`config.mk`:
```
export PLATFORM = sky130hd
export DESIGN_NAME = toy_fetch_sequencer
export DESIGN_NICKNAME = d
export VERILOG_FILES = /design/src/rtl/toy_fetch_sequencer.sv
export SDC_FILE = /design/constraint.sdc
export NUM_CORES = 1
export LEC_CHECK = 0
export ABC_CLOCK_PERIOD_IN_PS = 1800
export BUFFER_PORTS_ARGS = -buffer_cell sky130_fd_sc_hd__clkbuf_2
export CORE_ASPECT_RATIO = 1.2
export CORE_MARGIN = 4
export CORE_UTILIZATION = 40
export DETAILED_ROUTE_END_ITERATION = 10
export HOLD_SLACK_MARGIN = 0.06
export PLACE_DENSITY_LB_ADDON = 0.08
export SLEW_MARGIN = 10
export SYNTH_ARGS = -nofsm -noshare
export SYNTH_HDL_FRONTEND = slang
export SYNTH_SLANG_ARGS = --single-unit
```
`constraint.sdc`:
```
create_clock -name clk -period 1.8 [get_ports clk]
set_clock_uncertainty 0.15 [all_clocks]
set_input_delay 0.09 -clock clk [delete_from_list [all_inputs] [get_ports clk]]
set_output_delay 0.09 -clock clk [all_outputs]
set_load 0.1 [all_outputs]
```
`src/rtl/toy_fetch_sequencer.sv`:
```
// Fetch/execute sequencer for the toy accumulator CPU: owns PC, IR and Z/C flags.
// Optional illegal-opcode trap is enabled by defining TOY_ILLEGAL_TRAP_EN.
module toy_fetch_sequencer #(
    parameter int PC_W     = 8,
    parameter int INSN_W   = 12,
    parameter int RESET_PC = 0
) (
    input  logic              clk,
    input  logic              rst,
    input  logic              run,
    output logic              imem_req,
    output logic [PC_W-1:0]   imem_addr,
    input  logic              imem_ack,
    input  logic [INSN_W-1:0] imem_data,
    input  logic [1:0]        src_pc,
    input  logic              flag_we,
    input  logic              alu_z,
    input  logic              alu_c,
    output logic [3:0]        opcode,
    output logic [PC_W-1:0]   operand,
    output logic              exec_stb,
    output logic              z,
    output logic              c,
    output logic [PC_W-1:0]   pc,
    output logic              busy,
    output logic              trap
);

`ifdef TOY_ILLEGAL_TRAP_EN
    typedef enum logic [1:0] {
        IDLE,
        FETCH,
        EXEC,
        TRAP
    } state_t;
`else
    typedef enum logic [1:0] {
        IDLE,
        FETCH,
        EXEC
    } state_t;
`endif

    state_t            state;
    state_t            state_next;
    logic [INSN_W-1:0] ir;
    logic [PC_W-1:0]   pc_next;
    logic              do_exec;

    assign opcode    = ir[INSN_W-1 -: 4];
    assign operand   = ir[PC_W-1:0];
    assign imem_addr = pc;

    // An illegal opcode reaching EXEC is swallowed: no strobe, no state update.
`ifdef TOY_ILLEGAL_TRAP_EN
    logic is_illegal;
    assign is_illegal = (opcode == 4'b0111);
    assign do_exec    = (state == EXEC) && !is_illegal;
`else
    assign do_exec    = (state == EXEC);
`endif

    always_comb begin
        pc_next = pc + PC_W'(1);
        case (src_pc)
            2'b01,
            2'b10:   pc_next = operand;
            default: pc_next = pc + PC_W'(1);
        endcase
    end

    always_comb begin
        state_next = state;
        imem_req   = 1'b0;
        exec_stb   = 1'b0;
        busy       = 1'b0;
        trap       = 1'b0;
        case (state)
            IDLE: begin
                if (run) begin
                    state_next = FETCH;
                end
            end
            FETCH: begin
                imem_req = 1'b1;
                busy     = 1'b1;
                if (imem_ack) begin
                    state_next = EXEC;
                end
            end
            EXEC: begin
                busy     = 1'b1;
                exec_stb = do_exec;
`ifdef TOY_ILLEGAL_TRAP_EN
                if (is_illegal) begin
                    state_next = TRAP;
                end else begin
                    state_next = run ? FETCH : IDLE;
                end
`else
                state_next = run ? FETCH : IDLE;
`endif
            end
`ifdef TOY_ILLEGAL_TRAP_EN
            TRAP: begin
                trap = 1'b1;
            end
`endif
            default: begin
                state_next = IDLE;
            end
        endcase
    end

    // Flags written here are only seen by the next instruction's controller decode.
    always_ff @(posedge clk or posedge rst) begin
        if (rst) begin
            state <= IDLE;
            pc    <= PC_W'(RESET_PC);
            ir    <= '0;
            z     <= 1'b0;
            c     <= 1'b0;
        end else begin
            state <= state_next;
            if ((state == FETCH) && imem_ack) begin
                ir <= imem_data;
            end
            if (do_exec) begin
                pc <= pc_next;
                if (flag_we) begin
                    z <= alu_z;
                    c <= alu_c;
                end
            end
        end
    end

endmodule

```
==> flow_summary_export.csv <==
group,metric,value,unit
timing,hold_viol_final,0,
routing,drtIter0Drc,25,
die,die_h,70.1,µm
timing,layout_setup_ws,69.6,ps
yosys,yosysWarnings,0,
placed_design,dpl.hpwl,2260,µm
yosys,synthTopCellsByArea,"dfrtp_1 (47%), mux2_2 (12%), buf_4 (5.3%)",
yosys,synth_ff_type,"dfrtp_1",
timing,setup_viol,0,
timing,maxSlewHeadroom,55.0,%
global_routing,antenna_found_initial,0,
global_routing,first_global_vias,1164,
routing,drtPass1Iterations,4,
layout,drive_gt1_share,47.8,%
setup_path,critPathCaptureType,"output pin",
cts,cts_buffers,3,
yosys,ys_top_cells_by_count,"dfrtp_1 (24), mux2_2 (14), buf_4 (9), nand2_1 (9), nor2b_1 (6)",
routing,wl_per_cell,14.2,µm
yosys,synth_seq_cells,24,
die,io_pins,55,
cts,tritoncts,"done",
layout,multi_input_area,606,µm²
cts,clk_latency,320,ps
cts,cts_setup_buffers,0,
setup_path,path_class,"flop to output pin",
die,die_w,59.7,µm
die,core.rowCount,22,
die,die_area,4180,µm²
setup_path,cp_data_arrival_time,1490,ps
yosys,avgSynthCellArea,11.0,µm²
placed_design,dp_worst_setup_slack,147,ps
worst_hold_path,hold_path_class,"input pin to asynchronous set/reset pin",
placed_design,gp_congestion,0.783,
yosys,mappedNetlistArea,1280,µm²
global_routing,grtUsageTotal,16.3,%
yosys,synthArstFlopShare,100,%
die,start_util,41.6,%
cts,clkTransAtPathRegs,140,ps
yosys,syn_inst,117,
yosys,synth_top_area_cell,"dfrtp_1",
routing,drtAntennaViolNets,0,
timing,fin_crit_sh,96.1,%
timing,drv_slew,0,
placed_design,numPortBuffers,53,
cts,cts_max_level,1,
yosys,synth_top_area_share,46.8,%
routing,wl,3150,µm
layout,final_nets,213,
global_routing,grt_max_degree,18,
cts,cts_buffer_depth,2,
layout,nFillCells,279,
timing,rsz0062_at_grt,"no",
cts,cts-root-buf,"clkbuf_4",
timing,period_needed,1730,ps
yosys,synth_edf_count,0,
outcome,status,"finished, final reports clean",
die,core,3080,µm²
routing,vias_per_cell,5.07,
yosys,synth.distinct_cells,30,
yosys,yosysMostFrequentCell,"dfrtp_1",
setup_path,cp-start-kind,"flop",
timing,tightest_slew,674,ps
routing,route.detailed.drc,0,
setup_path,critPathRequiredTime,1560,ps
routing,num_vias,1125,
yosys,yosysSeqAreaShare,46.8,%
layout,area_growth,46.6,%
cts,cts.sinks,24,
global_routing,grt_overflow,0,
timing,fmax,0.578,GHz
yosys,syn_nets,143,
setup_path,crit_fanout,4,
job,maxCapViolations,0,
global_routing,grt_pass1_wl,5330,µm
layout,diodes,0,
layout,regArea,614,µm²
## metrics by stage
| stage | hold WS, ps | area (µm²) | TNS [ps] | cells | util, % |
|---|---|---|---|---|---|
| after floorplan | -45.7 | 1330 | -150 | 117 | - |
| after global placement | 41.0 | 1630 | 0 | 198 | 52.8 |
| after detailed placement | 44.0 | 1630 | 0 | 198 | 52.8 |
| after CTS | 230 | 1880 | 0 | 222 | 61.0 |
| after global routing | 287 | 1880 | 0 | 222 | 61.0 |
| final | 247 | 1880 | 0 | 222 | 61.0 |
## timing repair
action / in CTS / in global routing
hold endpoints to repair: 34 / 0
resized for setup: 0 / 1
endpoints found under the setup margin: 0 / 1
hold buffers: 20 / 0
## registers in the layout, indices dropped and copies added (netlist names)
signal and cells:
c 1, imem_addr 8, ir 12, state 2
z 1
## per-layer routing
layer / GRT usage (%) / up-vias / routed length [µm]
li1: - / 541 / -
met1: 19.3 / 536 / 1230
met3: 2.40 / 4 / 207
met5: 0 / - / 0
met2: 28.8 / 44 / 1680
met4: 5.17 / 0 / 36
## final cells by class
type	count	area share, %
tap	36	2.39
sequential	24	32.6
timing repair buffer	78	29.0
clock inverter	1	1.60
clock buffer	3	1.20
inverter	5	0.997
multi-input combinational	75	32.2
## worst max-delay path: stages (launching register included)
cell	delay (ps)
dfrtp_1	460
inv_1	140
ha_4	160
buf_2	420
## cell usage in the layout (no fill, tap or decap), drive strengths merged
master / count
nand2b: 2
or3: 1
or2b: 2
xor2: 1
nor2b: 6
dfrtp: 24
o21ai: 4
nand4: 2
o211a: 1
xnor2: 1
a22oi: 1
bufinv: 1
nor4: 1
dlygate4sd3: 20
mux2: 14
a21boi: 2
mux2i: 3
conb: 1
buf: 8
o22ai: 1
inv: 5
nand3: 5
ha: 5
o211ai: 2
nor2: 2
o22a: 1
a2bb2oi: 2
clkbuf: 53
or4: 2
a31oi: 4
nand2: 9
## worst paths after layout
kind                       slack (ps)  cells past startpoint                  endpoint                  from
setup / recovery                   70                      3                  imem_req  state[1]$_DFFE_PP0P_
hold / removal                    250                      3         ir[0]$_DFFE_PP0P_                   rst
setup reg to reg                  120                      5  imem_addr[5]$_DFFE_PP0N_  state[0]$_DFFE_PP0P_
hold reg to reg                   380                      1        ir[10]$_DFFE_PP0P_    ir[10]$_DFFE_PP0P_
max in group asynchronous         670                      4         ir[5]$_DFFE_PP0P_                   rst
min in group clk                  380                      3        ir[10]$_DFFE_PP0P_         imem_data[10]
## cell families (layout without fill, tap and decap cells)
group | Yosys count | after routing | synth area share [%]
AND/OR/NAND/NOR | 32 | 32 | 13.5
AO/OA/AOI/OAI | 18 | 18 | 9.75
buffers and inverters | 18 | 87 | 8.19
XOR/XNOR | 2 | 2 | 1.95
adder cells (fa/ha/maj) | 5 | 5 | 4.87
other | 1 | 1 | 0.292
flip-flops | 24 | 24 | 46.8
multiplexers | 17 | 17 | 14.6
Power is left out: the tool's default activity adds up to more than one toggle a clock period on the data nets, which glitch-free logic cannot reach.
